**src/rtl/input_pkg.sv**
```systemverilog
// Shared types and board-default timing for the push-button front end.
package input_pkg;

    // Hold/auto-repeat state per channel
    typedef enum logic [1:0] {
        H_IDLE   = 2'd0,
        H_DELAY  = 2'd1,
        H_REPEAT = 2'd2
    } hold_state_t;

    // Default timing for the 25 MHz board clock
    localparam int CLK_HZ            = 25_000_000;
    localparam int DEF_DEBOUNCE      = CLK_HZ / 100;  // 10 ms
    localparam int DEF_REPEAT_DELAY  = CLK_HZ / 2;    // 500 ms
    localparam int DEF_REPEAT_PERIOD = CLK_HZ / 10;   // 100 ms

    function automatic int max_int(input int a, input int b);
        return (a > b) ? a : b;
    endfunction

endpackage

```
**src/rtl/btn_channel.sv**
```systemverilog
// One button channel: 2-flop synchroniser, debouncer, edge pulses and hold/auto-repeat FSM.
module btn_channel
    import input_pkg::*;
#(
    parameter int ACTIVE_LOW      = 0,
    parameter int DEBOUNCE_CYCLES = DEF_DEBOUNCE,
    parameter int REPEAT_DELAY    = DEF_REPEAT_DELAY,
    parameter int REPEAT_PERIOD   = DEF_REPEAT_PERIOD
) (
    input  logic clk,
    input  logic rst_n,
    input  logic raw,
    input  logic repeat_en,
    output logic level,
    output logic press,
    output logic rel,
    output logic held
);

    localparam logic PIN_IDLE = (ACTIVE_LOW != 0) ? 1'b1 : 1'b0;
    localparam int   DW       = $clog2(DEBOUNCE_CYCLES + 1);
    localparam int   HW       = $clog2(max_int(REPEAT_DELAY, REPEAT_PERIOD) + 1);

    logic          sync1, sync2, s;
    logic [DW-1:0] dcnt;
    logic          accept, rise, fall;

    hold_state_t   state, state_nx;
    logic [HW-1:0] hcnt, hcnt_nx;
    logic          held_nx, rep;

    // Two-flop synchroniser, resting at the not-pressed pin value
    always_ff @(posedge clk or negedge rst_n) begin
        if (!rst_n) begin
            sync1 <= PIN_IDLE;
            sync2 <= PIN_IDLE;
        end else begin
            sync1 <= raw;
            sync2 <= sync1;
        end
    end

    assign s = (ACTIVE_LOW != 0) ? ~sync2 : sync2;

    // A level change is accepted on the DEBOUNCE_CYCLES-th consecutive differing cycle
    assign accept = (s != level) && (dcnt == DW'(DEBOUNCE_CYCLES - 1));
    assign rise   = accept &  s;
    assign fall   = accept & ~s;

    // Debounce counter and accepted level
    always_ff @(posedge clk or negedge rst_n) begin
        if (!rst_n) begin
            dcnt  <= '0;
            level <= 1'b0;
        end else if (s == level) begin
            dcnt <= '0;
        end else if (accept) begin
            dcnt  <= '0;
            level <= s;
        end else begin
            dcnt <= dcnt + DW'(1);
        end
    end

    // Hold FSM next-state; a fall always wins so release never coincides with a repeat
    always_comb begin
        state_nx = state;
        hcnt_nx  = hcnt;
        held_nx  = held;
        rep      = 1'b0;
        if (fall) begin
            state_nx = H_IDLE;
            hcnt_nx  = '0;
            held_nx  = 1'b0;
        end else begin
            case (state)
                H_IDLE: begin
                    if (rise) begin
                        state_nx = H_DELAY;
                        hcnt_nx  = '0;
                    end
                end
                H_DELAY: begin
                    if (hcnt == HW'(REPEAT_DELAY - 1)) begin
                        state_nx = H_REPEAT;
                        hcnt_nx  = '0;
                        held_nx  = 1'b1;
                        rep      = repeat_en;
                    end else begin
                        hcnt_nx = hcnt + HW'(1);
                    end
                end
                H_REPEAT: begin
                    // Counter runs regardless of repeat_en to keep the period grid
                    if (hcnt == HW'(REPEAT_PERIOD - 1)) begin
                        hcnt_nx = '0;
                        rep     = repeat_en;
                    end else begin
                        hcnt_nx = hcnt + HW'(1);
                    end
                end
                default: begin
                    state_nx = H_IDLE;
                    hcnt_nx  = '0;
                    held_nx  = 1'b0;
                end
            endcase
        end
    end

    // Hold FSM state and registered output pulses
    always_ff @(posedge clk or negedge rst_n) begin
        if (!rst_n) begin
            state <= H_IDLE;
            hcnt  <= '0;
            held  <= 1'b0;
            press <= 1'b0;
            rel   <= 1'b0;
        end else begin
            state <= state_nx;
            hcnt  <= hcnt_nx;
            held  <= held_nx;
            press <= rise | rep;
            rel   <= fall;
        end
    end

endmodule

```
**src/rtl/btn_conditioner.sv**
```systemverilog
// Multi-channel push-button front end: NUM_BTN independent conditioned channels.
module btn_conditioner
    import input_pkg::*;
#(
    parameter int NUM_BTN         = 4,
    parameter int ACTIVE_LOW      = 0,
    parameter int DEBOUNCE_CYCLES = DEF_DEBOUNCE,
    parameter int REPEAT_DELAY    = DEF_REPEAT_DELAY,
    parameter int REPEAT_PERIOD   = DEF_REPEAT_PERIOD
) (
    input  logic               clk,
    input  logic               rst_n,
    input  logic [NUM_BTN-1:0] btn_raw,
    input  logic [NUM_BTN-1:0] repeat_en,
    output logic [NUM_BTN-1:0] btn_level,
    output logic [NUM_BTN-1:0] btn_press,
    output logic [NUM_BTN-1:0] btn_release,
    output logic [NUM_BTN-1:0] btn_held
);

    for (genvar g = 0; g < NUM_BTN; g++) begin : g_ch
        btn_channel #(
            .ACTIVE_LOW      (ACTIVE_LOW),
            .DEBOUNCE_CYCLES (DEBOUNCE_CYCLES),
            .REPEAT_DELAY    (REPEAT_DELAY),
            .REPEAT_PERIOD   (REPEAT_PERIOD)
        ) u_ch (
            .clk       (clk),
            .rst_n     (rst_n),
            .raw       (btn_raw[g]),
            .repeat_en (repeat_en[g]),
            .level     (btn_level[g]),
            .press     (btn_press[g]),
            .rel       (btn_release[g]),
            .held      (btn_held[g])
        );
    end

endmodule

```
**config.mk**
```make
export PLATFORM = sky130hd
export DESIGN_NAME = btn_conditioner
export DESIGN_NICKNAME = d
export VERILOG_FILES = /design/src/rtl/input_pkg.sv /design/src/rtl/btn_channel.sv /design/src/rtl/btn_conditioner.sv
export SDC_FILE = /design/constraint.sdc
export NUM_CORES = 1
export LEC_CHECK = 0
export CORE_UTILIZATION = 50
export DETAILED_ROUTE_END_ITERATION = 12
export PLACE_DENSITY = 0.69
export SLEW_MARGIN = 15
export SYNTH_ARGS = -nofsm -noshare
export SYNTH_HDL_FRONTEND = slang
export SYNTH_SLANG_ARGS = --single-unit
```
**constraint.sdc**
```tcl
create_clock -name clk -period 2.45 [get_ports clk]
set_input_delay 0.245 -clock clk [delete_from_list [all_inputs] [get_ports clk]]
set_output_delay 0.245 -clock clk [all_outputs]
set_load 0.005 [all_outputs]
```
Word-level counts from Yosys, hierarchy flattened
Cells that the tools add are included.
{ "op_classes": {"addsub": 8, "mul": 0, "n_div": 0, "magnitude_cmp": 0, "n_eq_ne": 44, "shifts": 0, "mux": 72, "bitwise": 20, "n_reduce_logical": 24} }
{ "ops": {"columns": ["op", "n"], "rows": [
  ["24-bit two-way mux", 16],
  ["24-bit case mux with 3 select lines", 4],
  ["18-bit two-way mux", 8],
  ["24-bit by 1-bit adder with 24-bit output (second input constant)", 4],
  ["24-bit by 22-bit == test with 1-bit output (second input constant)", 4],
  ["24-bit == test (second input constant)", 4],
  ["18-bit by 1-bit adder with 18-bit output (second input constant)", 4],
  ["18-bit == test (second input constant)", 4],
  ["2-bit two-way mux", 12],
  ["3-bit by 1-bit != test with 1-bit output (second input constant)", 8],
  ["2-bit case mux with 3 select lines", 4],
  ["1-bit two-way mux", 20],
  ["2-bit by 1-bit != test with 1-bit output (second input constant)", 8],
  ["1-bit case mux with 2 select lines", 8],
  ["2-bit AND reduction", 8],
  ["3-bit AND reduction", 4],
  ["1-bit bitwise AND", 8],
  ["2-bit by 1-bit == test with 1-bit output (second input constant)", 4],
  ["2-bit == test (second input constant)", 4],
  ["2-bit zero test", 4],
  ["1-bit inverter", 8],
  ["2-bit OR reduction", 4],
  ["1-bit == test", 4],
  ["1-bit logical AND", 4],
  ["other kinds (2)", 8]
]} }
{ "word_totals": {"register_bits": 200, "latch_bits": 0, "ramBits": 0, "rom_bits": 0, "input_bits": 10, "elab_cells": 204, "memories": 0} }

Longest topological paths before layout
{ "logic_depth": {"ltp_word": 6, "depth_mapped": 9, "mapped_depth_nobuf": 7} }

Modules after synthesis
Synthesis repeated with hierarchy kept, for this count alone.
{ "hier_totals": {"hier_cells": 1125, "hier_area_um2": 10790.3} }
{ "by_module_without_submodules": {"columns": ["module", "instances", "cells_each", "area_per_inst_um2", "seq_area_each_um2"], "rows": [
  ["btn_channel (g_ch[0].u_ch ...)", 3, 281, 2706.3, 1251.2],
  ["btn_channel (g_ch[3].u_ch)", 1, 282, 2671.3, 1251.2]
]} }

Worst setup path after synthesis
OpenSTA, ideal clock, no wires.
{ "synth_path": {"kind": "register to register", "start": "reg g_ch[2].u_ch.dcnt[6]", "end": "reg g_ch[2].u_ch.hcnt[9]", "arrival_ns": 2.595, "t_required_ns": 2.381, "slack_ns": -0.214, "stages_incl_launch_ff": 9, "n_path_buf": 2, "path_cell_list": "dfrtp_1 or4b_1 or4_4 o31a_1 buf_6 a211o_4 buf_6 or3_1 nand3_1"} }
{ "synth_via": {"elab_chain_cells": 4} }
{ "synth_lines": {"columns": ["element", "line", "source"], "rows": [
  ["start: declaration", "btn_channel.sv:25", "logic [DW-1:0] dcnt;"],
  ["start signal: assignment", "btn_channel.sv:61", "dcnt <= dcnt + DW'(1);"],
  ["18-bit == test (*)", "btn_channel.sv:46", "assign accept = (s != level) && (dcnt == DW'(DEBOUNCE_CYCLES - 1));"],
  ["1-bit logical AND (*)", "btn_channel.sv:46", null],
  ["1-bit bitwise AND, on equally long branches", "btn_channel.sv:48, btn_channel.sv:47", null],
  ["3-bit by 1-bit != test with 1-bit output (no source line) or 24-bit two-way mux (tied branches)", null, null],
  ["end signal: assignment", "btn_channel.sv:121", "hcnt <= hcnt_nx;"],
  ["end: declaration", "btn_channel.sv:29", "logic [HW-1:0] hcnt, hcnt_nx;"]
]} }
Mark *: on every way between the ends. The rest lies on a longest branch, timed or not.
A chain may end at the register's enable or synchronous reset.

Worst setup path in the final report
{ "layout_path": {"start": "reg g_ch[0].u_ch.dcnt[8]", "end": "reg g_ch[0].u_ch.hcnt[17]"} }
{ "layout_via": {"elab_chain_cells": 4} }
{ "layout_lines": {"columns": ["element", "line"], "rows": [
  ["start: declaration", "btn_channel.sv:25"],
  ["start signal: assignment", "btn_channel.sv:61"],
  ["18-bit == test (*)", "btn_channel.sv:46"],
  ["1-bit logical AND (*)", "btn_channel.sv:46"],
  ["1-bit bitwise AND, on equally long branches", "btn_channel.sv:48, btn_channel.sv:47"],
  ["3-bit by 1-bit != test with 1-bit output (no source line) or 24-bit two-way mux (tied branches)", null],
  ["end signal: assignment", "btn_channel.sv:121"],
  ["end: declaration", "btn_channel.sv:29"]
]} }
Marks and branches as above.

==> results.py <==
metrics = {
    "outcome": {
        "status": "finished, violations left",
        "violations": "setup timing",
    },
    "clock_network": {
        "htree_levels": 4,
        "clock_sinks": 200,
        "cts_buffers": 17,
        "clk_latency_ps": 450,
        "path_clk_slew_ps": 70,
        "clockBufferDepth": 2,
        "cts_root_buf": "clkbuf_16",
        "tritoncts": "built",
    },
    "logic_synthesis": {
        "synth_enable_flop_cells": 0,
        "ys.warnings.count": 0,
        "syn_area_per_cell_um2": 9.29,
        "synth_area_um2": 10600,
        "ys_seq_area_share_pct": 47.0,
        "ys.flop_type": "dfrtp_1",
        "synth_fp_nets": 1180,
        "synth.distinct_cells": 63,
        "synthCells": 1146,
        "yosys_register_bits": 200,
        "synthArstFlopShare_pct": 100,
    },
    "layout": {
        "drive_gt1_share_pct": 17.9,
        "area_growth_pct": 21.5,
        "final_cell_mix": "200 x dfrtp_1, 133 x nor2_1, 109 x nand3_1",
        "final_net_count": 1280,
        "num_antenna_cells": 0,
        "fin_area_um2": 12900,
        "mostFrequentLayoutCell": "dfrtp_1",
    },
    "sta": {
        "finalCriticalPeriod_ps": 2530,
        "fin_ws_ps": -81.0,
        "tightest_slew_ps": 700,
        "hold_viol": 0,
        "period_share_pct": 103,
        "timing.slew.headroom_pct": 53.0,
        "finalSetupTns_ps": -1460,
        "fin_skew_ps": 12.1,
        "slew_viol_final": 0,
        "max_freq_ghz": 0.395,
        "rsz0062_at_grt": "true",
        "report.final.setup_viol": 36,
    },
    "run": {
        "maxCapViolations": 0,
    },
    "routing": {
        "routedWlPerCell_um": 15.0,
        "routed.top_layer": "met4",
        "wl_met3_um": 757,
        "drtIter0Drc": 549,
        "routedLengthMet1_mm": 11.0,
        "viasPerCell": 5.70,
        "drc": 0,
        "first_pass_iters": 5,
        "route.met2.wl_mm": 10.9,
        "wirelength_mm": 23.0,
        "antenna_left": 0,
        "num_vias": 8749,
    },
    "floorplan": {
        "floorplan.initialDensity_pct": 50.8,
        "std_cell_rows": 53,
        "pin_count": 26,
        "dieArea_um2": 21900,
        "die_y_um": 148,
        "die_w_um": 148,
        "core_area_um2": 21000,
    },
    "power": {
        "power_frac_clock_pct": 44.1,
        "swShare_pct": 23.3,
        "p_switching_mw": 1.46,
        "vdd_ir_drop_max_uv": 488,
        "seqPwrFrac_pct": 53.5,
        "p_int_mw": 4.80,
        "power_mw": 6.25,
        "power.density_nw_per_um2": 483,
        "combPwrFrac_pct": 2.5,
        "p_leak_nw": 5.29,
    },
    "setup_path": {
        "cp.arrival_ps": 2860,
        "worstPathCellList": "or4b_1 > or4_4 > buf_6 > o31a_1 > nor4_2 > xnor2_1 > nor2_4",
        "worst_ep_required_time_ps": 2780,
        "end_kind": "register",
        "cp-start-kind": "register",
        "critPathKind": "reg2reg",
        "worst-path-buf-inv": 1,
        "critPathMaxFanout": 4,
        "crit_family": "simple AND/OR/NAND/NOR gates",
        "max_stage_delay_ps": 510,
        "critPathSlowestCell": "or4b_1",
    },
    "worst_hold_path": {
        "min_path_type": "in2reg",
    },
    "global_routing": {
        "grt_max_degree": 54,
        "gr-total-overflow": 0,
        "antenna_found_initial": 0,
        "gr-usage-all-layers_pct": 21.4,
        "grt_pass1_wl_mm": 38.5,
        "grt_pass1_vias": 8263,
    },
    "placement": {
        "routabilityCongestion": 0.857,
        "hpwl_mm": 14.9,
        "io_buffer_count": 25,
        "dpl-instance-area_um2": 11700,
    },
}
power groups by stage:
| stage | combinational [mW] | sequential (mW) | clock (mW) |
|---|---|---|---|
| after CTS | 0.160 | 3.34 | 2.82 |
| after global routing | 0.181 | 3.35 | 2.97 |
| after global placement | 0.157 | 3.41 | 0 |
| final | 0.153 | 3.34 | 2.76 |
| after floorplan | 0.0481 | 3.40 | 0 |
| after detailed placement | 0.159 | 3.41 | 0 |
synthesized netlist by cell type (7+ instances only):
cell type	number	area, µm²
and3_1	23	144
inv_1	36	135
and4_1	10	87.6
dfrtp_1	200	5000
xor2_1	48	420
buf_4	16	120
a21oi_1	17	85.1
ha_1	24	300
clkbuf_1	31	116
xnor2_1	45	394
o21ai_0	26	130
nor4bb_1	7	70.1
nand4_1	52	325
o31ai_1	17	128
nand2_1	107	402
nor3_1	29	145
or2_2	8	50.1
nor4b_1	8	70.1
nor2_1	146	548
nand3_1	114	571
nor4_1	14	87.6
or4_1	10	75.1
and2_1	15	93.8
or3_1	16	100
o311ai_0	21	184
a31oi_1	11	68.8
timing repair:
| action | in CTS | in global routing |
|---|---|---|
| setup buffers | 1 | 18 |
| endpoints found under the hold margin | 48 | 0 |
| pin swaps | 6 | 38 |
| cloned | 1 | 3 |
| hold buffers | 1 | 0 |
| endpoints found under the setup margin | 30 | 58 |
| gates resized for setup | 8 | 89 |
worst paths after layout:
check,from,end,slack [ps],cells after the start
max in group asynchronous,rst_n,g_ch[3].u_ch.hcnt[1],1450,3
min reg2reg,g_ch[0].u_ch.sync1,g_ch[0].u_ch.s,350,0
min,btn_raw[3],g_ch[3].u_ch.sync1,230,1
max,g_ch[0].u_ch.dcnt[8],g_ch[0].u_ch.hcnt[17],-80,7
max reg2reg,g_ch[0].u_ch.dcnt[8],g_ch[0].u_ch.hcnt[17],-80,7
min in group asynchronous,rst_n,g_ch[2].u_ch.hcnt[0],340,2
flip-flops by register name (all words and copies together) (netlist names):
signal	cells
g_ch.u_ch.level	4
g_ch.u_ch.dcnt	72
g_ch.u_ch.rel	4
g_ch.u_ch.s	4
g_ch.u_ch.hcnt	96
g_ch.u_ch.held	4
g_ch.u_ch.press	4
g_ch.u_ch.state	8
g_ch.u_ch.sync1	4
final cells by class:
class                           instances  area (µm²)
Clock buffer                           17         425
Inverter                               36         135
Tap cell                              275         344
Multi-Input combinational cell        860        5700
Clock inverter                         15         144
Sequential cell                       200        5000
Timing Repair Buffer                  131        1190
Fill cell                            1747        8020
logic make-up (layout without fill, tap and decap cells):
kind of cell	after synthesis	after routing	share of synthesized area, %
compound gates	138	141	9.09
mux	10	10	0.987
flops	200	200	47.0
buf+inv	89	199	3.88
xor+xnor	93	93	7.65
fa+ha+maj	24	24	2.82
simple gates	592	592	28.6
through the flow:
| step | hold slack, ps | instances | setup WS [ps] | util (%) |
|---|---|---|---|---|
| global placement | 245 | 1478 | -55.8 | 56.0 |
| global route | 218 | 1534 | -167 | 61.7 |
| floorplan | -50.6 | 1146 | -154 | - |
| CTS | 223 | 1513 | -78.0 | 59.1 |
| finish | 234 | 1534 | -81.0 | 61.7 |
| detailed placement | 248 | 1478 | -96.9 | 56.0 |
metal layers:
layer	vias up	global-route usage, %
li1	4317	-
met1	4240	29.9
met2	162	34.1
met3	30	4.07
met4	0	5.88
met5	-	0
Note: power is estimated with default switching activity, not from simulation.
